[config.mk]
export PLATFORM = sky130hd
export DESIGN_NAME = rf_wb_arbiter_flat
export DESIGN_NICKNAME = d
export VERILOG_FILES = /design/src/rtl/rf_wb_if.sv /design/src/rtl/rf_wb_arbiter.sv /design/src/flat_wrapper.sv
export SDC_FILE = /design/constraint.sdc
export NUM_CORES = 1
export LEC_CHECK = 0
export ABC_AREA = 1
export ABC_CLOCK_PERIOD_IN_PS = 4850
export CORE_AREA = 3 3 188 190
export CTS_CLUSTER_SIZE = 12
export DETAILED_ROUTE_END_ITERATION = 10
export DIE_AREA = 0 0 191 193
export GPL_ROUTABILITY_DRIVEN = 0
export HOLD_SLACK_MARGIN = 0.08
export PLACE_DENSITY_LB_ADDON = 0.15
export SYNTH_ARGS = -nofsm -noshare
export SYNTH_HDL_FRONTEND = slang
export SYNTH_SLANG_ARGS = --single-unit
[constraint.sdc]
create_clock -name clk -period 4.85 [get_ports clk]
set_input_delay 0.97 -clock clk [delete_from_list [all_inputs] [get_ports clk]]
set_output_delay 0.97 -clock clk [all_outputs]
set_load 0.01 [all_outputs]
[src/rtl/rf_wb_if.sv]
// Writeback arbiter bus: two requester handshakes, RF write port, forwarded read ports.
interface rf_wb_if #(
  parameter int unsigned DATA_W = 64,
  parameter int unsigned ADDR_W = 5
);
  logic              req0_valid;
  logic              req0_ready;
  logic [ADDR_W-1:0] req0_addr;
  logic [DATA_W-1:0] req0_data;
  logic              req1_valid;
  logic              req1_ready;
  logic [ADDR_W-1:0] req1_addr;
  logic [DATA_W-1:0] req1_data;
  logic              rf_rw;
  logic [ADDR_W-1:0] rf_wa;
  logic [DATA_W-1:0] rf_wd;
  logic [ADDR_W-1:0] ra0;
  logic [ADDR_W-1:0] ra1;
  logic [DATA_W-1:0] rf_rd0;
  logic [DATA_W-1:0] rf_rd1;
  logic [DATA_W-1:0] rd0;
  logic [DATA_W-1:0] rd1;
  logic              busy;

  // Environment side: requesters, read consumers and the register file itself.
  modport master (
    output req0_valid, req0_addr, req0_data,
    output req1_valid, req1_addr, req1_data,
    output ra0, ra1, rf_rd0, rf_rd1,
    input  req0_ready, req1_ready, rf_rw, rf_wa, rf_wd, rd0, rd1, busy
  );

  // Arbiter side.
  modport slave (
    input  req0_valid, req0_addr, req0_data,
    input  req1_valid, req1_addr, req1_data,
    input  ra0, ra1, rf_rd0, rf_rd1,
    output req0_ready, req1_ready, rf_rw, rf_wa, rf_wd, rd0, rd1, busy
  );
endinterface

[src/rtl/rf_wb_arbiter.sv]
// Two-requester writeback arbiter with 1-entry holding buffers, age/round-robin
// drain into the single RF write port, and forwarding of pending writes.
module rf_wb_arbiter #(
  parameter int unsigned DATA_W = 64,
  parameter int unsigned ADDR_W = 5
) (
  input  logic   clk,
  input  logic   rst,
  rf_wb_if.slave bus
);

  typedef struct packed {
    logic [ADDR_W-1:0] addr;
    logic [DATA_W-1:0] data;
  } wb_entry_t;

  logic [1:0] full_q, full_d;
  wb_entry_t  ent_q [2];
  wb_entry_t  ent_d [2];
  logic       older_q, older_d;
  logic       last_grant_q, last_grant_d;

  logic [1:0] grant;
  logic [1:0] ready;
  logic [1:0] cap;
  logic [1:0] req_valid;
  wb_entry_t  req_ent [2];
  logic       sel;

  assign req_valid  = {bus.req1_valid, bus.req0_valid};
  assign req_ent[0] = '{addr: bus.req0_addr, data: bus.req0_data};
  assign req_ent[1] = '{addr: bus.req1_addr, data: bus.req1_data};

  // Grant, acceptance and write-port drive from registered buffer state.
  always_comb begin
    grant[0]   = full_q[0] & (~full_q[1] | ~older_q);
    grant[1]   = full_q[1] & (~full_q[0] | older_q);
    ready      = {~rst & (~full_q[1] | grant[1]), ~rst & (~full_q[0] | grant[0])};
    cap        = req_valid & ready;
    sel        = grant[1];
    bus.rf_rw  = (|grant) & ~rst;
    bus.rf_wa  = bus.rf_rw ? ent_q[sel].addr : '0;
    bus.rf_wd  = bus.rf_rw ? ent_q[sel].data : '0;
    bus.req0_ready = ready[0];
    bus.req1_ready = ready[1];
    bus.busy   = (|full_q) & ~rst;
  end

  // Forwarding: youngest matching buffer wins, i.e. the non-older one on a double hit.
  always_comb begin
    bus.rd0 = bus.rf_rd0;
    bus.rd1 = bus.rf_rd1;
    if (!rst) begin
      if (full_q[0] && full_q[1] && ent_q[0].addr == bus.ra0 && ent_q[1].addr == bus.ra0)
        bus.rd0 = older_q ? ent_q[0].data : ent_q[1].data;
      else if (full_q[0] && ent_q[0].addr == bus.ra0)
        bus.rd0 = ent_q[0].data;
      else if (full_q[1] && ent_q[1].addr == bus.ra0)
        bus.rd0 = ent_q[1].data;

      if (full_q[0] && full_q[1] && ent_q[0].addr == bus.ra1 && ent_q[1].addr == bus.ra1)
        bus.rd1 = older_q ? ent_q[0].data : ent_q[1].data;
      else if (full_q[0] && ent_q[0].addr == bus.ra1)
        bus.rd1 = ent_q[0].data;
      else if (full_q[1] && ent_q[1].addr == bus.ra1)
        bus.rd1 = ent_q[1].data;
    end
  end

  // Next state: drain granted buffer, capture accepted requests, track age and RR pointer.
  always_comb begin
    full_d       = full_q;
    ent_d        = ent_q;
    older_d      = older_q;
    last_grant_d = last_grant_q;

    for (int i = 0; i < 2; i++) begin
      if (grant[i]) full_d[i] = 1'b0;
      if (cap[i]) begin
        full_d[i] = 1'b1;
        ent_d[i]  = req_ent[i];
      end
    end

    if (cap[0] && cap[1])
      older_d = ~last_grant_q;
    else if (cap[0] && full_q[1] && !grant[1])
      older_d = 1'b1;
    else if (cap[1] && full_q[0] && !grant[0])
      older_d = 1'b0;

    if (|grant) last_grant_d = grant[1];

    if (rst) begin
      full_d       = 2'b00;
      older_d      = 1'b0;
      last_grant_d = 1'b1;
    end
  end

  // State registers; synchronous reset is folded into the _d logic above.
  always_ff @(posedge clk) begin
    full_q       <= full_d;
    ent_q        <= ent_d;
    older_q      <= older_d;
    last_grant_q <= last_grant_d;
  end

endmodule

[src/flat_wrapper.sv]
// flat-port wrapper written by rule: the top's interface ports become plain ports
module rf_wb_arbiter_flat 
#(
  parameter int unsigned DATA_W = 64,
  parameter int unsigned ADDR_W = 5
)
  (clk, rst, bus_req0_valid, bus_req0_addr, bus_req0_data, bus_req1_valid, bus_req1_addr, bus_req1_data, bus_ra0, bus_ra1, bus_rf_rd0, bus_rf_rd1, bus_req0_ready, bus_req1_ready, bus_rf_rw, bus_rf_wa, bus_rf_wd, bus_rd0, bus_rd1, bus_busy);
  rf_wb_if #(.DATA_W(DATA_W), .ADDR_W(ADDR_W)) bus_i ();
  input  logic clk;
  input  logic rst;
  input wire logic [$bits(bus_i.req0_valid)-1:0] bus_req0_valid;
  input wire logic [$bits(bus_i.req0_addr)-1:0] bus_req0_addr;
  input wire logic [$bits(bus_i.req0_data)-1:0] bus_req0_data;
  input wire logic [$bits(bus_i.req1_valid)-1:0] bus_req1_valid;
  input wire logic [$bits(bus_i.req1_addr)-1:0] bus_req1_addr;
  input wire logic [$bits(bus_i.req1_data)-1:0] bus_req1_data;
  input wire logic [$bits(bus_i.ra0)-1:0] bus_ra0;
  input wire logic [$bits(bus_i.ra1)-1:0] bus_ra1;
  input wire logic [$bits(bus_i.rf_rd0)-1:0] bus_rf_rd0;
  input wire logic [$bits(bus_i.rf_rd1)-1:0] bus_rf_rd1;
  output wire logic [$bits(bus_i.req0_ready)-1:0] bus_req0_ready;
  output wire logic [$bits(bus_i.req1_ready)-1:0] bus_req1_ready;
  output wire logic [$bits(bus_i.rf_rw)-1:0] bus_rf_rw;
  output wire logic [$bits(bus_i.rf_wa)-1:0] bus_rf_wa;
  output wire logic [$bits(bus_i.rf_wd)-1:0] bus_rf_wd;
  output wire logic [$bits(bus_i.rd0)-1:0] bus_rd0;
  output wire logic [$bits(bus_i.rd1)-1:0] bus_rd1;
  output wire logic [$bits(bus_i.busy)-1:0] bus_busy;
  assign bus_i.req0_valid = bus_req0_valid;
  assign bus_i.req0_addr = bus_req0_addr;
  assign bus_i.req0_data = bus_req0_data;
  assign bus_i.req1_valid = bus_req1_valid;
  assign bus_i.req1_addr = bus_req1_addr;
  assign bus_i.req1_data = bus_req1_data;
  assign bus_i.ra0 = bus_ra0;
  assign bus_i.ra1 = bus_ra1;
  assign bus_i.rf_rd0 = bus_rf_rd0;
  assign bus_i.rf_rd1 = bus_rf_rd1;
  assign bus_req0_ready = bus_i.req0_ready;
  assign bus_req1_ready = bus_i.req1_ready;
  assign bus_rf_rw = bus_i.rf_rw;
  assign bus_rf_wa = bus_i.rf_wa;
  assign bus_rf_wd = bus_i.rf_wd;
  assign bus_rd0 = bus_i.rd0;
  assign bus_rd1 = bus_i.rd1;
  assign bus_busy = bus_i.busy;
  rf_wb_arbiter #(.DATA_W(DATA_W), .ADDR_W(ADDR_W)) u_core (.clk(clk), .rst(rst), .bus(bus_i));
endmodule
; After elaboration in Yosys (flattened, before gate mapping)
; Cells that the tools add are included.
[classes]
reduce_logical = 21
n_shift = 0
n_eq_ne = 4
add_sub_neg = 0
n_lt_le_gt_ge = 1
bitwise_logic = 17
div = 0
muxes = 21
n_mul = 0
[op_table]
columns = op, count
row1 = two-way mux 64 bit, 10
row2 = two-way mux 69 bit, 3
row3 = == test 5 bit, 4
row4 = logical AND 1 bit, 14
row5 = two-way mux 1 bit, 7
row6 = bitwise AND 1 bit, 6
row7 = two-way mux 5 bit, 1
row8 = NOT 1 bit, 5
row9 = bitwise OR 1 bit, 4
row10 = nonzero test 2 bit, 2
row11 = OR reduction 2 bit, 2
row12 = nonzero test 3 bit, 1
row13 = bitwise AND 2 bit, 1
row14 = ">= comparator 2 bit, second input constant", 1
row15 = logical NOT 1 bit, 2
row16 = NOT 1 -> 2 bit, 1
[word_totals]
out_inout_bits = 201
inputBits = 280
ramBits = 0
latch_bits = 0
ff_bits = 142
mem_bits_ro = 0
memories = 0

; Depth between registers and ports, before layout
[logic_depth]
ltp_word = 11
ltp_mapped = 11
ltp_nobuf = 9

; Least setup slack after synthesis
; No wires, ideal clock.
[synth_timing]
path_kind = input port to flip-flop
startpoint = input port rst
endpoint = register u_core.ent_q[100] in the netlist's numbering (enable)
stages = 6
t_required_ns = 4.426
path_slack_ns = 1.593
arrival_ns = 2.833
cell_sequence = clkbuf_1 > inv_1 > nand2_1 > inv_1 > nand2_1 > inv_1
[synth_between]
elab_chain_cells = 3
[synth_rtl]
columns = item, line
row1 = "start, declared", flat_wrapper.sv:10  ; input logic rst;
row2 = NOT 1 bit, rf_wb_arbiter.sv:38  ; ready = {~rst & (~full_q[1] | grant[1]), ~rst & (~full_q[0] | grant[0])};
row3 = bitwise AND 1 bit, rf_wb_arbiter.sv:38
row4 = via bus_req0_ready, flat_wrapper.sv:21  ; output wire logic [$bits(bus_i.req0_ready)-1:0] bus_req0_ready;
row5 = bitwise AND 2 bit, rf_wb_arbiter.sv:39  ; cap = req_valid & ready;
row6 = via u_core.cap[0], rf_wb_arbiter.sv:25  ; logic [1:0] cap;
row7 = "end signal, assigned", rf_wb_arbiter.sv:104  ; ent_q <= ent_d;
row8 = "end, declared", rf_wb_arbiter.sv:18  ; wb_entry_t ent_q [2];
; The timed path passes the listed nets, and every way through them passes these cells.
; A chain may end at the register's enable or synchronous reset.

; Worst setup path in the final report
[layout_timing]
startpoint = input port bus_ra1[3]
endpoint = output port bus_rd1[45]
[layout_between]
elab_chain_cells = 6
word_cells_on_any_way = 10
classes_between = eq/ne: 2 / mux: 4 / reduce/logical: 4
[layout_rtl]
columns = item, line
row1 = "start, declared", flat_wrapper.sv:18  ; input wire logic [$bits(bus_i.ra1)-1:0] bus_ra1;
row2 = == test 5 bit, "rf_wb_arbiter.sv:61, rf_wb_arbiter.sv:65"
row3 = logical AND 1 bit, rf_wb_arbiter.sv:65  ; else if (full_q[1] && ent_q[1].addr == bus.ra1)
row4 = two-way mux 64 bit, rf_wb_arbiter.sv:65
row5 = two-way mux 64 bit, rf_wb_arbiter.sv:63  ; else if (full_q[0] && ent_q[0].addr == bus.ra1)
row6 = two-way mux 64 bit *, rf_wb_arbiter.sv:61  ; if (full_q[0] && full_q[1] && ent_q[0].addr == bus.ra1 && ent_q[1].addr == bus.ra1)
row7 = two-way mux 64 bit *, rf_wb_arbiter.sv:53  ; if (!rst) begin
row8 = "end, declared", flat_wrapper.sv:27  ; output wire logic [$bits(bus_i.rd1)-1:0] bus_rd1;
; Mark *: on every way between the ends. The rest lies on a longest branch, timed or not.

==> results.ini <==
[floorplanning]
rows = 67
die_area_um2 = 36900
core_area_um2 = 33600
die_height_um = 193
initial_core_util = 0.364
die_w_um = 191
io_pins = 481

[cells_and_area]
layout.nets = 2575
area_growth_pct = 46.2
final_common_cell = clkdlybuf4s50_1
mostFrequentLayoutCells = clkdlybuf4s50_1 (479), nor2_1 (400), nand2_1 (390)
design_area_um2 = 17900
drive_gt1_frac = 0.0498

[detailed_routing]
wl_um = 56900
drc = 0
ant_nets = 0
dr_total_vias = 15400
drt-initial-drc-count = 1639
routedWlPerCell_um = 20.6
drt-pass1-iter-count = 8
vias_per_cell = 5.55

[worst_setup_path]
worstSetupStartpointType = input port
path_class = input port to output pin
reg2reg_slack_ns = 2.12
end_kind = output pin
cp.arrival_ns = 3.55
path_max_fanout = 62
worstPathCellList = clkdlybuf4s50_1, inv_1, nand2_1, nand2_1, nor2_1, nand3_4, nor2_4, buf_12, a21oi_1, a21oi_1, clkdlybuf4s50_1
slowest_stage = clkdlybuf4s50_1
max_stage_delay_ns = 0.61
cp.required_ns = 3.88

[sta]
rsz0062_at_grt = false
fmax_mhz = 221
period_needed_ns = 4.52
setup-violations-final = 0
hold_viol_final = 0
worst_slew_pin_slew_ns = 0.844
final_max_slew_viol_count = 0
max_slew_margin = 0.437
min_period_over_period = 0.933
tns_ns = 0
skew_ns = 0.0104

[yosys]
yosysWarnings = 0
yosys.area_share.xor_xnor = 0
synth_flop_cell = edfxtp_1
syn_area_um2 = 12200
muxShareOfSynthArea = 0
avgSynthCellArea_um2 = 6.36
synth_fa_ha_area_frac = 0
synth_seq_cells = 142
yosysUniqueCellTypes = 21
syn-instance-count = 1924
synth-simple-area-share = 0.355
synth-compound-area-share = 0.200
syn_nets = 2204
synth-async-reset-ratio = 0
synth_edf_count = 138
synth_top_family_by_area = simple AND/OR/NAND/NOR gates
synth_seq_area_share = 0.345

[power]
power.net_switching_mw = 1.18
seqPwrFrac = 0.376
powerDensity_nw_per_um2 = 217
pwr-share-clk = 0.344
comb_power_share = 0.281
swShare = 0.303
leakagePower_nw = 7.52
vdd_ir_drop_max_uv = 269
p_int_mw = 2.71

[grt]
grt_overflow = 0
grt_pass1_wl_um = 85400
grt_max_degree = 131
grt_pass1_vias = 14500
grt_use_total = 0.298
antenna_found_initial = 11

[place]
place_area_um2 = 17300
port_buffers = 480
post-dp-hpwl_um = 38400

[clock_tree]
clock-sinks = 142
path_clk_slew_ns = 0.06
cts_setup_buffers = 0
cts-resized-gates = 0
cts_hold_buffers = 0
clk_path_buf_depth = 2
cts_tree = built
root_buffer = clkbuf_16
clk_latency_ns = 0.45
cts_buffers = 17
h-tree-depth = 4

[status]
outcome = completed

[flow_run]
cap_violations = 0

[min_path]
hold_path.class = register to register

kinds of logic after synthesis:
kind of cell / Yosys count
and+or+nand+nor: 1060
AOI/OAI and AO/OA: 466
DFF: 142
buffers and inverters: 256
area by class of cell:
cell class,instances,area [µm²]
Fill cell,3209,15700
Sequential cell,142,4220
Timing Repair Buffer,513,5290
Clock inverter,13,140
Antenna cell,11,27.5
Inverter,95,364
Multi-Input combinational cell,1526,6860
Clock buffer,19,433
Tap cell,448,561
sequential cells by signal (all words and copies together) (netlist names):
signal and cells:
u_core.older_q 1, u_core.last_grant_q 1, u_core.full_q 2, u_core.ent_q 138
per-layer routing:
layer / global-route usage / wire length [µm] / vias to the layer above / share of wire
met3: 0.0671 / 6200 / 137 / 0.11
met2: 0.489 / 26900 / 1064 / 0.47
li1: - / - / 7180 / -
met1: 0.376 / 21400 / 6983 / 0.38
met5: 0 / 0 / - / 0
met4: 0.137 / 2500 / 0 / 0.044
critical path, delay by kind of cell:
kind / cells / cell delay, ns
buf+inv: 4 / 1.52
compound gates: 2 / 0.40
simple gates: 5 / 0.59
worst paths after layout:
| path | startpoint | end | cells after the start |
|---|---|---|---|
| hold / removal | u_core.last_grant_q | u_core.last_grant_q | 2 |
| setup reg to reg | u_core.older_q | u_core.ent_q[23] | 7 |
| hold reg to reg | u_core.last_grant_q | u_core.last_grant_q | 2 |
| setup / recovery | bus_ra1[3] | bus_rd1[45] | 11 |
Yosys cell counts, types with 4 or more instances:
library cell | n | area, µm²
o21ai_0 | 134 | 671
buf_4 | 14 | 105
nand2_1 | 391 | 1470
nor2_1 | 401 | 1510
dfxtp_1 | 4 | 80.1
a21oi_1 | 300 | 1500
a21oi_2 | 29 | 254
inv_1 | 87 | 327
buf_1 | 13 | 48.8
nand3_1 | 261 | 1310
buf_2 | 62 | 310
buf_6 | 14 | 158
clkbuf_1 | 56 | 210
inv_2 | 8 | 30.0
edfxtp_1 | 138 | 4140
power by group through the flow:
stage / registers (mW) / clock network, mW / logic (mW)
detailed placement: 1.48 / 0 / 1.08
global route: 1.47 / 1.41 / 1.18
CTS: 1.46 / 1.35 / 1.09
floorplan: 1.47 / 0 / 0.444
finish: 1.46 / 1.34 / 1.09
global placement: 1.48 / 0 / 1.08
per-stage QoR:
stage	util	power (mW)	instances	setup WS (ns)	hold slack, ns
6_report	0.532	3.89	2767	0.327	0.500
5_1_grt	0.532	4.05	2767	0.178	0.524
3_5_place_dp	0.514	2.57	2724	0.370	0.491
4_1_cts	0.532	3.90	2756	0.353	0.502
2_1_floorplan	-	1.92	1924	1.59	0.456
3_3_place_gp	0.514	2.56	2724	0.365	0.476
No activity file was read; power rests on OpenSTA's default activity.
